**src/rtl/job_seq_beat_pack.sv**
```systemverilog
// Packs 64-bit sequence words into SEQ_PER_BEAT-lane output beats; a partial beat is closed at every end-of-job word.
// Free-running sequence/job counters are provided for status readout.
//
// state   | meaning
// ST_FILL | accumulator accepting sequences (in_ready=1)
// ST_HOLD | completed beat parked in accumulator, waiting for the output slot
module job_seq_beat_pack #(
  parameter int SEQ_PER_BEAT = 4
) (
  input  logic                       clk,
  input  logic                       rst,
  input  logic                       in_valid,
  input  logic [63:0]                in_seq,
  input  logic                       in_end_of_job,
  input  logic                       in_delim,
  output logic                       in_ready,
  output logic                       out_valid,
  output logic [64*SEQ_PER_BEAT-1:0] out_data,
  output logic [SEQ_PER_BEAT-1:0]    out_keep,
  output logic                       out_last,
  output logic                       out_delim,
  input  logic                       out_ready,
  output logic [31:0]                stat_seq_count,
  output logic [15:0]                stat_job_count
);

  localparam int CW = $clog2(SEQ_PER_BEAT);
  localparam int DW = 64 * SEQ_PER_BEAT;

  typedef enum logic {ST_FILL, ST_HOLD} state_t;
  state_t state, state_nxt;

  logic [DW-1:0]           acc_data;
  logic [CW-1:0]           acc_cnt;
  logic [SEQ_PER_BEAT-1:0] acc_keep;
  logic                    acc_last;
  logic                    acc_delim;

  logic [DW-1:0]           beat_data;
  logic [SEQ_PER_BEAT-1:0] beat_keep;
  logic                    accept;
  logic                    slot_free;
  logic                    lane_full;
  logic                    complete;
  logic                    load_hold;
  logic                    load_beat;
  int                      lane_lo;

  assign accept    = in_valid & in_ready;
  assign slot_free = !out_valid | out_ready;
  assign lane_full = (acc_cnt == CW'(SEQ_PER_BEAT - 1));
  assign complete  = accept & (lane_full | in_end_of_job);

  // Accumulator contents with the incoming word already placed in its lane
  always_comb begin
    lane_lo   = int'(acc_cnt) * 64;
    beat_data = acc_data;
    beat_data[lane_lo +: 64] = in_seq;
    beat_keep = '0;
    for (int k = 0; k < SEQ_PER_BEAT; k++) begin
      beat_keep[k] = (k <= int'(acc_cnt));
    end
  end

  always_ff @(posedge clk) begin
    if (rst) state <= ST_FILL;
    else     state <= state_nxt;
  end

  always_comb begin
    state_nxt = state;
    case (state)
      ST_FILL: if (complete && !slot_free) state_nxt = ST_HOLD;
      ST_HOLD: if (slot_free)              state_nxt = ST_FILL;
      default:                             state_nxt = ST_FILL;
    endcase
  end

  always_comb begin
    in_ready  = (state == ST_FILL);
    load_hold = (state == ST_HOLD) & slot_free;
    load_beat = complete & slot_free;
  end

  always_ff @(posedge clk) begin
    if (rst) begin
      acc_data       <= '0;
      acc_cnt        <= '0;
      acc_keep       <= '0;
      acc_last       <= 1'b0;
      acc_delim      <= 1'b0;
      out_valid      <= 1'b0;
      out_data       <= '0;
      out_keep       <= '0;
      out_last       <= 1'b0;
      out_delim      <= 1'b0;
      stat_seq_count <= '0;
      stat_job_count <= '0;
    end else begin
      if (out_valid && out_ready) out_valid <= 1'b0;

      if (load_hold) begin
        out_valid <= 1'b1;
        out_data  <= acc_data;
        out_keep  <= acc_keep;
        out_last  <= acc_last;
        out_delim <= acc_delim;
        acc_data  <= '0;
        acc_cnt   <= '0;
      end else if (load_beat) begin
        out_valid <= 1'b1;
        out_data  <= beat_data;
        out_keep  <= beat_keep;
        out_last  <= in_end_of_job;
        out_delim <= in_end_of_job & in_delim;
        acc_data  <= '0;
        acc_cnt   <= '0;
      end else if (complete) begin
        acc_data  <= beat_data;
        acc_keep  <= beat_keep;
        acc_last  <= in_end_of_job;
        acc_delim <= in_end_of_job & in_delim;
        acc_cnt   <= '0;
      end else if (accept) begin
        acc_data  <= beat_data;
        acc_cnt   <= acc_cnt + CW'(1);
      end

      if (accept) begin
        stat_seq_count <= stat_seq_count + 32'd1;
        if (in_end_of_job) stat_job_count <= stat_job_count + 16'd1;
      end
    end
  end

  // Every word from the sequence packer carries its valid flag in bit 0
  a_seq_flag: assert property (@(posedge clk) disable iff (rst) in_valid |-> in_seq[0]);

endmodule

```
**config.mk**
```make
export PLATFORM = sky130hd
export DESIGN_NAME = job_seq_beat_pack
export DESIGN_NICKNAME = d
export VERILOG_FILES = /design/src/rtl/job_seq_beat_pack.sv
export SDC_FILE = /design/constraint.sdc
export NUM_CORES = 1
export LEC_CHECK = 0
export BUFFER_PORTS_ARGS = -buffer_cell sky130_fd_sc_hd__clkbuf_2
export CAP_MARGIN = 10
export CORE_MARGIN = 2
export CORE_UTILIZATION = 51
export DETAILED_ROUTE_END_ITERATION = 8
export GPL_ROUTABILITY_DRIVEN = 1
export GPL_TIMING_DRIVEN = 0
export PLACE_DENSITY_LB_ADDON = 0.12
export SYNTH_ARGS = -nofsm -noshare
export SYNTH_HDL_FRONTEND = slang
export SYNTH_SLANG_ARGS = --single-unit
```
**constraint.sdc**
```tcl
create_clock -name clk -period 2.4 [get_ports clk]
set_clock_uncertainty 0.2 [all_clocks]
set_input_delay 0.12 -clock clk [delete_from_list [all_inputs] [get_ports clk]]
set_output_delay 0.12 -clock clk [all_outputs]
set_load 0.01 [all_outputs]
```
==> summary.md <==
| Metric | Value |
|---|---|
| Outcome | finished clean |
| Total Routing Usage GR | 34.2% |
| Final core occ | 65.5% |
| Largest net degree at the start of global routing | 20 |
| Area fraction of the dominant cell type after synthesis | between 50% and 60% |
| EDFF count, synth | 0 |
| Setup Total Neg Slack | 0 ns |
| #FFs+latches synth | 576 |
| Multiplexer share of the synthesized area | 0.335% |
| Wire per inst | 23.5 microns |
| Max Root-Sink Buffers | 3 |
| Post-Layout Inst Area | 0.0289 sq mm |
| Post-synth cell types | 54 |
| Final Slew Violations | 0 |
| Initial antenna violation count | 2 |
| Slowest CP cell | clkbuf_1 |
| Routed Wire Length | a little over 80000 microns |
| Placed cell area | 0.0254 sq mm |
| Largest cells by area after synthesis | dfxtp_1, a22oi_1, o2bb2ai_1, nor2_1, a32o_1 |
| Leakage | ~0.011 uW |
| Critical-path cell list | nor2b_1 -> buf_2 -> clkbuf_2 -> clkbuf_1 -> nand2_1 -> a21oi_1 |
| Synth Net Count | 2432 |
| Sequential fraction of the synthesis area | 50.6% |
| Die area | 0.0464 sq mm |
| Worst hold path type | in2reg |
| RSZ-0062 raised after global routing | yes |
| Setup-failing EPs final | 0 |
| Hpwl dp | 56700 microns |
| I/O pin count | approximately 380 |
| CP Launch Type | flip-flop |
| Starting Density | ~52% |
| Count leader, synth | dfxtp_1 |
| Async SR Flop Fraction | 0% |
| Avg Inst Size Synth | between 9 and 10 sq um |
| Placeable Area | 0.0441 sq mm |
| Ant diodes | 0 |
| Max Fclk | 423 MHz |
| Worst slack at placement | -1.08 ns |
| Simple-Gate Fraction of Synth Area | roughly an eighth |
| Post-Synthesis Cell Area | 0.0228 sq mm |
| Final setup margin | 0.0350 ns |
| Main combinational cell family by area after synthesis | compound AO/OA/AOI/OAI gates |
| Later-pin clock latency in the skew report | 0.63 ns |
| Via count | 22.6k |
| Layout Nets | 2961 |
| Compound-Gate Fraction of Synth Area | approximately 30% |
| Row Count | just under 80 |
| GR Overflow Total | 0 |
| Final hold violations | 0 |
| Critical Path Source | state |
| RR Endpoint | stat_seq_count[1] |
| Dominant synthesized flop cell | dfxtp_1 |
| Post-synthesis xor/xnor area fraction | 0.769% |
| Global-route wire length before repair | 125000 microns |
| Total of max-cap violations | 0 |
| CP max stage delay | 0.56 ns |
| Residual DRC count | 0 |
| CTS sink count | 576 |
| Worst VDD drop | roughly 0.54 mV |
| Vias in the first global route | 21.3k |
| CP Data Required Time | 2.75 ns |
| Minimum clock period | 2.36 ns |
| Avg Vias per Cell | 6.41 |
| Max H-tree Level | 2 |
| Buffers on Ports | 379 |
| Layout cells sized above 1 | 24.5% |
| Worst Setup EP | stat_seq_count[1] |
| First-iteration detailed-routing DRC count | 2476 |
| Worst r2r src | state |
| Routed Antenna Nets | 0 |
| Worst-Margin Slew | a little over 0.7 ns |
| Synth cell count leaders | dfxtp_1, a22oi_1, nor2_1, o2bb2ai_1, clkbuf_1 |
| Post-synth top area cell | dfxtp_1 |
| Worst EP arrival | 2.72 ns |
| CTS Buf Count | 58 |
| Element type at the critical path end | flip-flop |
| RePlAce Congestion | 0.879 |
| Synth warnings | 0 |
| Post-Syn Instances | between 2k and 2.5k |
| CTS Root Buffer Type | clkbuf_16 |
| Die width | 215 microns |
| PD cells | 730 mW/mm^2 |
| Reg clk slew, reported paths | 0.06 ns |
| Worst reg-to-reg setup slack | 0.04 ns |
| Area grow syn2layout | 26.8% |
| Worst Reg-to-Reg Cells | 6 |
| Worst-path maximum fanout | 10 |
| First-pass DRT Iterations | 7 |
| Adder-Cell Fraction of Synth Area | less than 1% |
| Final period util | between 90% and 100% |
| Headroom to the max-slew limit | 52.6% |
| CTS tree | built |
| Die height | 215 microns |
| Critical path class | reg2reg |
## sequential cells by signal (all words and copies together) (netlist names)
register and flops:
acc_cnt 2, acc_data 256, acc_delim 1, acc_keep 4
acc_last 1, out_data 256, out_delim 1, out_keep 4
out_last 1, out_valid 1, stat_job_count 16, stat_seq_count 32
state 1
## area by class of cell
type,count,area (sq um)
tap,592,741
clock inverter,14,114
fill,3724,15200
clock buffer,92,1780
sequential,576,11500
multi-input combinational,1514,10500
timing repair buffer,472,2830
buffer,249,1350
inverter,11,50.0
## cells in the final DEF (no fill, tap or decap), types with 6 or more instances in the layout
| master | Yosys | layout |
|---|---|---|
| dfxtp_1 | 576 | 574 |
| clkbuf_2 | 0 | 414 |
| a22oi_1 | 308 | 305 |
| nor2_1 | 299 | 299 |
| o2bb2ai_1 | 154 | 154 |
| nand2_1 | 127 | 123 |
| or3_1 | 106 | 106 |
| clkbuf_1 | 147 | 104 |
| a211oi_1 | 106 | 101 |
| a32o_1 | 101 | 100 |
| a32oi_1 | 102 | 78 |
| dlygate4sd3_1 | 0 | 70 |
| buf_2 | 65 | 61 |
| clkbuf_16 | 0 | 58 |
| buf_4 | 3 | 33 |
| a21oi_1 | 33 | 32 |
| clkbuf_8 | 0 | 24 |
| nand3_1 | 24 | 24 |
| a32oi_2 | 0 | 22 |
| clkbuf_4 | 0 | 19 |
| nand4_1 | 16 | 16 |
| o31ai_1 | 16 | 16 |
| or4_1 | 16 | 16 |
| buf_6 | 7 | 14 |
| clkinv_2 | 0 | 12 |
| xor2_1 | 12 | 12 |
| buf_1 | 30 | 9 |
| nor2b_1 | 8 | 8 |
| o21ai_0 | 9 | 8 |
| xnor2_1 | 8 | 8 |
| nor3_1 | 6 | 6 |
| and4_1 | 6 | 6 |
## how the worst min path moves through the flow
stage | from | to | slack, ns | depth (start not counted)
after CTS | in_delim | out_delim | 0.15 | 4
after detailed placement | in_delim | acc_delim | 0.20 | 3
after floorplan | in_seq[36] | acc_data[100] | 0.07 | 2
final | in_delim | out_delim | 0.17 | 4
after global routing | in_delim | out_delim | 0.20 | 4
after global placement | in_delim | acc_delim | 0.19 | 3
## worst max-delay path: cells and delay by family (launching register included)
kind	cells	cell delay (ns)
buffers and inverters	3	1.31
DFF	1	0.40
and+or+nand+nor	2	0.26
AOI/OAI and AO/OA	1	0.13
## repair_timing
action                                  CTS  global route
pin swaps                                 8            11
hold endpoints to repair                519             0
hold buffers                             70             0
endpoints found under the setup margin  514           325
setup buffers                            21             2
resized for setup                       132            87
## routing by layer
| metal | global-route usage [%] | up-vias | part of all wire, % |
|---|---|---|---|
| met5 | 0 | - | 0 |
| met4 | 18.0 | 0 | 5.1 |
| met3 | 7.22 | 241 | 9.3 |
| met2 | 52.5 | 1230 | 45 |
| met1 | 45.3 | 11000 | 41 |
| li1 | - | 10100 | - |
## logic make-up after synthesis
group,after synthesis
AO/OA/AOI/OAI,839
XOR/XNOR,20
adder cells (fa/ha/maj),9
buffers and inverters,263
flip-flops,576
multiplexers,7
AND/OR/NAND/NOR,639
## per-stage QoR
stage / std cells / total power, uW / hold WS [ns]
after CTS: 3518 / 21100 / 0.150
after floorplan: 2353 / 11200 / 0.0683
after global routing: 3520 / 21700 / 0.200
final: 3520 / 21100 / 0.174
after detailed placement: 3324 / 12000 / 0.196
after global placement: 3324 / 12000 / 0.189
## where the power goes
part / switching (uW) / internal, uW / total, uW
clock: 3860 / 5160 / 9020
sequential: 184 / 9830 / 10000
combinational: 1360 / 721 / 2080
(Power assumes the default switching activity.)
